==> src/rtl/instr_fetch.sv <==
// ---------------------------------------------------------------------------
// instr_fetch
//
// Instruction fetch unit that sits between the PC register, a
// variable-latency instruction memory and the decode stage. It issues one
// word-aligned request per PC value and holds the returned word until decode
// takes it. It also tells the next-PC logic when the PC may move to PC+4.
//
// Parameters
//   RESET_PC    PC value while in reset. The boot cycle steps past it without
//               fetching.
//   MAX_WAIT    number of unanswered request cycles before a fault is raised.
//               0 disables the timeout.
//
// Ports
//   clk          clock, all state updates on the rising edge
//   rst          asynchronous, active-high reset
//   instrAddr    current PC value
//   pcAdvance    combinational; 1 = next-PC logic selects PC+4 this edge
//   flush        redirect; next-PC logic loads the target this edge
//   memReq       instruction memory request
//   memAddr      request address (mirrors instrAddr)
//   memAck       one-cycle response strobe from memory
//   memRdata     instruction word, valid with memAck
//   instrValid   instr/instrPC hold a fetched word for decode
//   instr        fetched instruction word
//   instrPC      address the held word was fetched from
//   decodeReady  decode consumes the word when instrValid & decodeReady
//   fetchFault   sticky: misaligned PC or memory timeout
// ---------------------------------------------------------------------------
module instr_fetch #(
    parameter logic [31:0] RESET_PC = 32'hFFFF_FFFC,
    parameter int unsigned MAX_WAIT = 16
) (
    input  logic        clk,
    input  logic        rst,
    input  logic [31:0] instrAddr,
    output logic        pcAdvance,
    input  logic        flush,
    output logic        memReq,
    output logic [31:0] memAddr,
    input  logic        memAck,
    input  logic [31:0] memRdata,
    output logic        instrValid,
    output logic [31:0] instr,
    output logic [31:0] instrPC,
    input  logic        decodeReady,
    output logic        fetchFault
);

    // The boot cycle advances by one word. This only lands on a word-aligned
    // PC if the reset PC itself is aligned.
    if (RESET_PC[1:0] != 2'b00) begin : g_reset_pc_check
        $error("instr_fetch: RESET_PC must be word aligned");
    end

    localparam int CW = (MAX_WAIT < 2) ? 1 : $clog2(MAX_WAIT + 1);

    typedef enum logic [2:0] {
        ST_BOOT,
        ST_REQ,
        ST_HOLD,
        ST_DRAIN,
        ST_FAULT
    } state_t;

    state_t        state;
    state_t        state_next;
    logic [CW-1:0] wait_cnt;
    logic [CW-1:0] wait_cnt_next;
    logic          aligned;
    logic          wait_expired;
    logic          load_word;
    logic          clear_valid;
    logic          set_fault;

    // The memory has no abort, so the address is simply the live PC.
    // memReq decides whether that address is meaningful.
    assign memAddr = instrAddr;
    assign aligned = (instrAddr[1:0] == 2'b00);

    // wait_cnt holds the unanswered cycles already seen. The current cycle is
    // the last one allowed when one more would reach the limit.
    assign wait_expired = (MAX_WAIT != 0) &&
                          ((32'(wait_cnt) + 32'd1) == 32'(MAX_WAIT));

    // Next-state and output decode. The wait counter only keeps counting while
    // the FSM stays in REQ with no response. Every other path clears it, so
    // each entry into REQ starts a fresh timeout window. A flush that
    // coincides with memAck closes the current episode. That path also goes
    // back to REQ with a cleared count, ready for the redirected address.
    always_comb begin
        state_next    = state;
        wait_cnt_next = '0;
        memReq        = 1'b0;
        pcAdvance     = 1'b0;
        load_word     = 1'b0;
        clear_valid   = 1'b0;
        set_fault     = 1'b0;
        case (state)
            ST_BOOT: begin
                pcAdvance  = 1'b1;
                state_next = ST_REQ;
            end
            ST_REQ: begin
                if (!aligned) begin
                    set_fault  = 1'b1;
                    state_next = ST_FAULT;
                end else begin
                    memReq = 1'b1;
                    if (memAck && !flush) begin
                        load_word  = 1'b1;
                        pcAdvance  = 1'b1;
                        state_next = ST_HOLD;
                    end else if (memAck && flush) begin
                        state_next = ST_REQ;
                    end else if (flush) begin
                        state_next = ST_DRAIN;
                    end else if (wait_expired) begin
                        set_fault  = 1'b1;
                        state_next = ST_FAULT;
                    end else begin
                        wait_cnt_next = wait_cnt + CW'(1);
                    end
                end
            end
            ST_HOLD: begin
                if (flush || decodeReady) begin
                    clear_valid = 1'b1;
                    state_next  = ST_REQ;
                end
            end
            ST_DRAIN: begin
                // The outstanding answer belongs to the abandoned address.
                // Swallow it, whatever flushes arrive meanwhile.
                if (memAck) begin
                    state_next = ST_REQ;
                end
            end
            ST_FAULT: begin
                state_next = ST_FAULT;
            end
            default: begin
                state_next = ST_BOOT;
            end
        endcase
    end

    // State register and wait counter.
    always_ff @(posedge clk or posedge rst) begin
        if (rst) begin
            state    <= ST_BOOT;
            wait_cnt <= '0;
        end else begin
            state    <= state_next;
            wait_cnt <= wait_cnt_next;
        end
    end

    // Holding register for decode. instr/instrPC change only on an accepted
    // response, so they stay stable for as long as instrValid is high. The
    // fault flag is sticky until reset.
    always_ff @(posedge clk or posedge rst) begin
        if (rst) begin
            instrValid <= 1'b0;
            instr      <= '0;
            instrPC    <= '0;
            fetchFault <= 1'b0;
        end else begin
            if (load_word) begin
                instr      <= memRdata;
                instrPC    <= instrAddr;
                instrValid <= 1'b1;
            end else if (clear_valid) begin
                instrValid <= 1'b0;
            end
            if (set_fault) begin
                fetchFault <= 1'b1;
            end
        end
    end

endmodule

==> config.mk <==
export PLATFORM = sky130hd
export DESIGN_NAME = instr_fetch
export DESIGN_NICKNAME = d
export VERILOG_FILES = /design/src/rtl/instr_fetch.sv
export SDC_FILE = /design/constraint.sdc
export NUM_CORES = 1
export LEC_CHECK = 0
export CORE_UTILIZATION = 29
export CTS_CLUSTER_SIZE = 8
export DETAILED_ROUTE_END_ITERATION = 10
export GPL_TIMING_DRIVEN = 0
export PLACE_DENSITY = 0.67
export REMOVE_ABC_BUFFERS = 1
export SKIP_CTS_REPAIR_TIMING = 1
export SLEW_MARGIN = 20
export SYNTH_ARGS = -nofsm -noshare
export SYNTH_HDL_FRONTEND = slang
export SYNTH_SLANG_ARGS = --single-unit
==> constraint.sdc <==
create_clock -name clk -period 2.5 [get_ports clk]
set_input_delay 0.625 -clock clk [delete_from_list [all_inputs] [get_ports clk]]
set_output_delay 0.625 -clock clk [all_outputs]
set_load 0.05 [all_outputs]
==> results of run 1 <==
==> critical path, delay by kind of cell, from the launching register on <==
family	cells	cell delay [ns]
simple gates	3	0.70
flops	1	0.46
buf+inv	1	0.24
compound gates	1	0.07
==> cells in the mapped netlist (all sizes together), types with 2 or more instances <==
| cell | n | area share, % |
|---|---|---|
| ha | 4 | 1.5 |
| dfrtp | 74 | 55 |
| a31oi | 3 | 0.56 |
| or3 | 2 | 0.37 |
| o21ai | 2 | 0.30 |
| nor2 | 7 | 1.0 |
| xnor2 | 2 | 0.52 |
| and2 | 4 | 0.74 |
| mux2 | 62 | 25 |
| nor3 | 3 | 0.44 |
| nand3 | 2 | 0.30 |
| nand2 | 4 | 0.52 |
| inv | 4 | 0.44 |
| buf | 40 | 9.3 |
==> sequential cells by signal, indices dropped and copies added, names as in the netlist <==
name	count
state	3
fetchFault	1
instrValid	1
instrPC	32
instr	32
wait_cnt	5
==> stage by stage <==
step                worst slack (ns)  hold slack, ns
detailed placement             -1.05           0.471
global route                -0.00540           0.503
global placement               -2.16           0.464
floorplan                      -1.07           0.444
CTS                            -1.06           0.486
finish                        0.0793           0.479
==> how the worst max path moves through the flow <==
stage                       from        end  slack, ns  depth (start not counted)
floorplan           instrAddr[0]  pcAdvance      -1.07                          4
global placement           flush  pcAdvance      -2.16                          6
detailed placement  instrAddr[0]  pcAdvance      -1.05                          6
CTS                 instrAddr[0]  pcAdvance      -1.06                          6
global route            state[2]  pcAdvance     -0.005                          5
finish                  state[2]  pcAdvance       0.08                          5
==> where the power goes <==
group / total (W) / switching, W / internal [W] / leakage, nW
Sequential: 0.00197 / 0.000279 / 0.00169 / 0.944
Combinational: 0.00384 / 0.00234 / 0.00150 / 1.64
Clock: 0.00147 / 0.000493 / 0.000974 / 0.166
Total: 0.00728 / 0.00312 / 0.00417 / 2.75
==> cell type report <==
| cell class | count | area (sq um) |
|---|---|---|
| fillers | 1029 | 5910 |
| flip-flops and latches | 74 | 1850 |
| repair buffers | 173 | 1840 |
| multi-input cells | 115 | 1230 |
| clock buffers | 9 | 225 |
| well taps | 143 | 179 |
| clock inverters | 7 | 116 |
| inverters | 4 | 17.5 |
==> cell families (layout without fill, tap and decap cells) <==
family                     count (synthesis)  after routing  share of synthesized area [%]
DFF                                       74             74                           54.9
muxes                                     62             62                           24.7
buffers and inverters                     45            193                           9.86
and+or+nand+nor                           32             33                           5.60
AOI/OAI and AO/OA                         13             13                           2.71
adders and majority gates                  4              4                           1.48
xor gates and xnor gates                   3              3                          0.779
==> per-layer routing <==
metal,GRT usage (%),part of all wire [%],routed length [um]
met1,14.2,40,3160
met2,20.4,49,3920
met3,4.33,10,795
met4,4.95,0.96,76
met5,0,0,0
==> cell usage in the layout (no fill, tap or decap), types with 2 or more instances in the layout <==
master and count:
o21ai_0 2, dlymetal6s2s_1 35, a31oi_1 3, dfrtp_1 73, mux2_2 26, mux2_4 36
nor2_1 6, clkinv_2 2, or3_1 2, buf_4 4, xnor2_1 2, clkbuf_16 9
nor3_1 3, clkdlybuf4s50_1 131, and2_1 4, nand3_1 2, ha_1 3, bufinv_16 3
inv_1 3, nand2_1 3, buf_16 2
==> summary.md, run 1 <==
| Metric | Value |
|---|---|
| Peak supply drop | `0.917 mV` |
| CTS Root Cell | `clkbuf_16` |
| Placer Congestion | `0.722` |
| CP max FO | `8` |
| P_leak | `2.75 nW` |
| Max_cap viols | `0` |
| N_diodes | `0` |
| H-tree levels | `3` |
| Core Util, Final | `48.0%` |
| Final hold vios | `0` |
| Routed length per instance | `15.1 um` |
| Total track usage | `12.2%` |
| Clk Latency, worst-skew pair | `0.32 ns` |
| DRC viols | `0` |
| Hold path start | `instrPC[1]` |
| First-pass GRT wire length | `11200 um` |
| Crit path kind | `flop to output port` |
| Status | `complete, no violations` |
| Worst Hold Class | `flop to flop` |
| Overall power | `0.00728 W` |
| Mean Syn Cell Area | `14.5 sq um` |
| Routed wire length | `7950 um` |
| Post-synth cell types | `39` |
| Ratio of final minimum period to clock period | `96.8%` |
| DR pass1 iterations | `4` |
| Initial core utilization | `29.7%` |
| Slew @ Worst Pin | `0.528 ns` |
| Clock transition at the registers of the reported paths | `0.06 ns` |
| Mapped Area | `3370 sq um` |
| Seq/Total Area, Yosys | `54.9%` |
| Clk sinks | `74` |
| Worst r2r src | `state[2]` |
| DRT antenna net count | `0` |
| Cell Pwr Density | `1330 nW/um^2` |
| Vias in the first global route | `2306` |
| Max incr delay on CP | `0.46 ns` |
| Port buffer count | `168` |
| Violation count after the first detailed-route iteration | `76` |
| Final Setup Violations | `0` |
| Die Wd | `110 um` |
| Final cell count without fillers | `525` |
| Vias per cell | `4.44` |
| Worst hold endpoint | `instrPC[1]` |
| Relative slew slack | `64.7%` |
| Asr flop ratio synth | `100%` |
| Seq cells post-synth | `74` |
| Die ar. | `12100 sq um` |
| Vias | `2330` |
| EDFF count, synth | `0` |
| Reg2reg setup slack | `0.51 ns` |
| Placed Area | `4980 sq um` |
| Tmin final | `2.42 ns` |
| Post-Syn Instances | `233` |
| Layout Nets | `450` |
| Terminus of the critical flop-to-flop path | `instrPC[4]` |
| CP Launch Type | `flop` |
| Antenna violations before repair | `0` |
| Slew Viols, Final | `0` |
| Core Rows | `39` |
| Top Ports | `169` |
| Core Area | `11400 sq um` |
| Post-route design area | `5460 sq um` |
| F_max | `0.413 GHz` |
| CP max-delay cell | `dfrtp_1` |
| Skew final | `0.00344 ns` |
| Setup TNS | `0 ns` |
| Max clock buf depth | `2` |
| Synth-to-layout area growth | `61.8%` |
| YS warnings | `0` |
| Placed instance count | `505` |
| GRT Residual Overflow | `0` |
| Post-DP HPWL | `5440 um` |
| Largest net degree at the start of global routing | `58` |
| Worst path cell trace | `or3b_4 > nor2_4 > nand2_8 > o31ai_1 > buf_4` |
| Dominant synthesized flop cell | `dfrtp_1` |
| Die span in y | `110 um` |
| Crit. End Element | `output port` |
| Worst hold path depth | `1` |
| Num CTS Buffers | `9` |
| Share of cells above drive strength 1 | `24.3%` |
| Required time of the critical path | `1.88 ns` |
| Worst Reg2Reg Path Length in Cells | `6` |
| CP arrival | `1.80 ns` |
| CTS tree | `yes` |
No activity file was read; power rests on OpenSTA's default activity.
==> run 2, diff against run 1 <==
--- a/config.mk
+++ b/config.mk
@@ -6,6 +6,7 @@
 export NUM_CORES = 1
 export LEC_CHECK = 0
 export CORE_UTILIZATION = 29
+export CTS_BUF_LIST = sky130_fd_sc_hd__clkbuf_16
 export CTS_CLUSTER_SIZE = 8
 export DETAILED_ROUTE_END_ITERATION = 10
 export GPL_TIMING_DRIVEN = 0
==> results of run 2 <==
Final layout, timing and power as in run 1 (identical DEF).
==> run 3, diff against run 2 <==
--- a/config.mk
+++ b/config.mk
@@ -5,12 +5,14 @@
 export SDC_FILE = /design/constraint.sdc
 export NUM_CORES = 1
 export LEC_CHECK = 0
-export CORE_UTILIZATION = 29
+export CELL_PAD_IN_SITES_DETAIL_PLACEMENT = 2
+export CELL_PAD_IN_SITES_GLOBAL_PLACEMENT = 2
+export CORE_UTILIZATION = 23
 export CTS_BUF_LIST = sky130_fd_sc_hd__clkbuf_16
 export CTS_CLUSTER_SIZE = 8
 export DETAILED_ROUTE_END_ITERATION = 10
 export GPL_TIMING_DRIVEN = 0
-export PLACE_DENSITY = 0.67
+export PLACE_DENSITY = 0.81
 export REMOVE_ABC_BUFFERS = 1
 export SKIP_CTS_REPAIR_TIMING = 1
 export SLEW_MARGIN = 20
==> summary.md, run 3 (synthesized netlist as in run 1, its figures left out) <==
| Metric | Value |
|---|---|
| Ratio of final minimum period to clock period | `97.6% (was 96.8%)` |
| Final hold vios | `0 (unchanged)` |
| Status | `complete, no violations (unchanged)` |
| Comb power frac | `54.4% (was 52.8%)` |
| Required time of the critical path | `1.88 ns (about the same)` |
| Die Wd | `123 um (was 110 um)` |
| Share of cells above drive strength 1 | `24.7% (was 24.3%)` |
| Cell Pwr Density | `1310 nW/um^2 (was 1330 nW/um^2)` |
| GRT Residual Overflow | `0 (unchanged)` |
| Synth-to-layout area growth | `61.7% (was 61.8%)` |
| Total track usage | `12.3% (was 12.2%)` |
| Num CTS Buffers | `9 (unchanged)` |
| Post-route design area | `5460 sq um (about the same)` |
| Core Rows | `43 (was 39)` |
| CP max FO | `5 (was 8)` |
| Tmin final | `2.44 ns (was 2.42 ns)` |
| F_max | `0.410 GHz (was 0.413 GHz)` |
| Regs by FF count | `instrPC: 32 flops, instr: 32 flops, wait_cnt: 5 flops (unchanged)` |
| CP arrival | `1.81 ns (was 1.80 ns)` |
| CTS tree | `yes (unchanged)` |
| H-tree levels | `3 (unchanged)` |
| DRT antenna net count | `0 (unchanged)` |
| Sw Pwr | `0.00318 W (was 0.00312 W)` |
| Violation count after the first detailed-route iteration | `40 (was 76)` |
| Placer Congestion | `0.806 (was 0.722)` |
| Slew Viols, Final | `0 (unchanged)` |
| Most common cell after layout, fill and taps aside | `clkdlybuf4s50_1 (unchanged)` |
| Final Setup Violations | `0 (unchanged)` |
| Layout Nets | `452 (was 450)` |
| Post-DP HPWL | `7080 um (was 5440 um)` |
| Vias | `2426 (was 2330)` |
| N_diodes | `0 (unchanged)` |
| Die ar. | `15200 sq um (was 12100 sq um)` |
| Crit. End Element | `output port (unchanged)` |
| Max_cap viols | `0 (unchanged)` |
| Max clock buf depth | `2 (unchanged)` |
| Clock power frac | `17.6% (was 20.1%)` |
| Core Area | `14100 sq um (was 11400 sq um)` |
| Relative slew slack | `63.2% (was 64.7%)` |
| Port buffer count | `168 (unchanged)` |
| Initial core utilization | `23.9% (was 29.7%)` |
| CP Launch Type | `primary input (was flop)` |
| Crit path kind | `primary input to output port (was flop to output port)` |
| Placed Area | `5020 sq um (was 4980 sq um)` |
| Routed wire length | `9860 um (was 7950 um)` |
| P_leak | `2.72 nW (was 2.75 nW)` |
| Vias per cell | `4.30 (was 4.44)` |
| CTS Root Cell | `clkbuf_16 (unchanged)` |
| Largest net degree at the start of global routing | `46 (was 58)` |
| Worst Hold Class | `flop to flop (unchanged)` |
| Sequential Power Share | `28.0% (was 27.1%)` |
| Peak supply drop | `0.442 mV (was 0.917 mV)` |
| DR pass1 iterations | `4 (unchanged)` |
| Most frequent cells in the layout | `133 x clkdlybuf4s50_1, 71 x dfrtp_1, 36 x mux2_4 (was 131 x clkdlybuf4s50_1, 73 x dfrtp_1, 36 x mux2_4)` |
| Die span in y | `123 um (was 110 um)` |
| Antenna violations before repair | `0 (unchanged)` |
| Vias in the first global route | `2730 (was 2306)` |
| Routed length per instance | `17.5 um (was 15.1 um)` |
| Sw frac | `44.5% (was 42.8%)` |
| Clock transition at the registers of the reported paths | `0.06 ns (about the same)` |
| Pint | `0.00396 W (was 0.00417 W)` |
| Clk Latency, worst-skew pair | `0.34 ns (was 0.32 ns)` |
| First-pass GRT wire length | `14100 um (was 11200 um)` |
| Unrepaired setup endpoints after global routing | `true` |
| DRC viols | `0 (unchanged)` |
| Top Ports | `169 (unchanged)` |
| Skew final | `0.00695 ns (was 0.00344 ns)` |
| Slew @ Worst Pin | `0.550 ns (was 0.528 ns)` |
| Overall power | `0.00713 W (was 0.00728 W)` |
| Clk sinks | `74 (unchanged)` |
run 3: cell count changes in the layout (fill, tap and decap cells not counted), sizes merged:
cell and delta:
clkinv +3, dlymetal6s2s -2, buf +1, clkdlybuf4s50 +2, bufinv -2, clkbuf +1, clkinvlp -1
run 3: area by class of cell:
class / instances / area (sq um)
Clock inverter: 7 / 61.3
Inverter: 4 / 17.5
Multi-Input combinational cell: 115 / 1230
Tap cell: 180 / 225
Clock buffer: 9 / 225
Fill cell: 1437 / 8640
Timing Repair Buffer: 175 / 1840
Sequential cell: 74 / 1860
run 3: power groups by stage:
stage	Clock (W)	Sequential (W)	Combinational, W
after floorplan	0	0.00365	0.000762
after global placement	0	0.00197	0.00385
after detailed placement	0	0.00202	0.00390
after CTS	0.00132	0.00200	0.00391
after global routing	0.00135	0.00206	0.00403
final	0.00125	0.00200	0.00388
run 3: worst paths after layout:
| path | endpoint | cells after the start | from | slack [ns] |
|---|---|---|---|---|
| max | pcAdvance | 5 | memAck | 0.06 |
| min | wait_cnt[0] | 1 | wait_cnt[0] | 0.49 |
| max reg2reg | instrPC[13] | 6 | state[1] | 0.50 |
| min reg2reg | wait_cnt[0] | 1 | wait_cnt[0] | 0.49 |
| max in group asynchronous | state[2] | 3 | rst | 1.23 |
| min in group asynchronous | instr[11] | 2 | rst | 0.66 |
run 3: critical path, stage by stage:
cell,delay (ns)
clkdlybuf4s50_1,0.55
ha_4,0.25
nand2_8,0.07
o31ai_1,0.07
buf_4,0.24
run 3: metrics by stage:
stage	setup slack, ns	instances	hold slack (ns)	TNS, ns	utilization [%]
2_1_floorplan	-1.07	192	0.444	-23.88	-
3_3_place_gp	-2.18	540	0.472	-175.04	35.2
3_5_place_dp	-1.04	542	0.481	-20.05	35.6
4_1_cts	-1.07	558	0.498	-3.75	37.6
5_1_grt	-0.0432	564	0.517	-0.0432	38.7
6_report	0.0603	564	0.492	0	38.7
run 3: per-layer routing:
metal	up-vias	global-route usage [%]	part of all wire, %	wire length, um
li1	1072	-	-	-
met3	13	4.24	8.4	824
met2	111	21.7	51	4980
met5	-	0	0	0
met4	0	6.02	1.9	189
met1	1230	13.1	39	3860
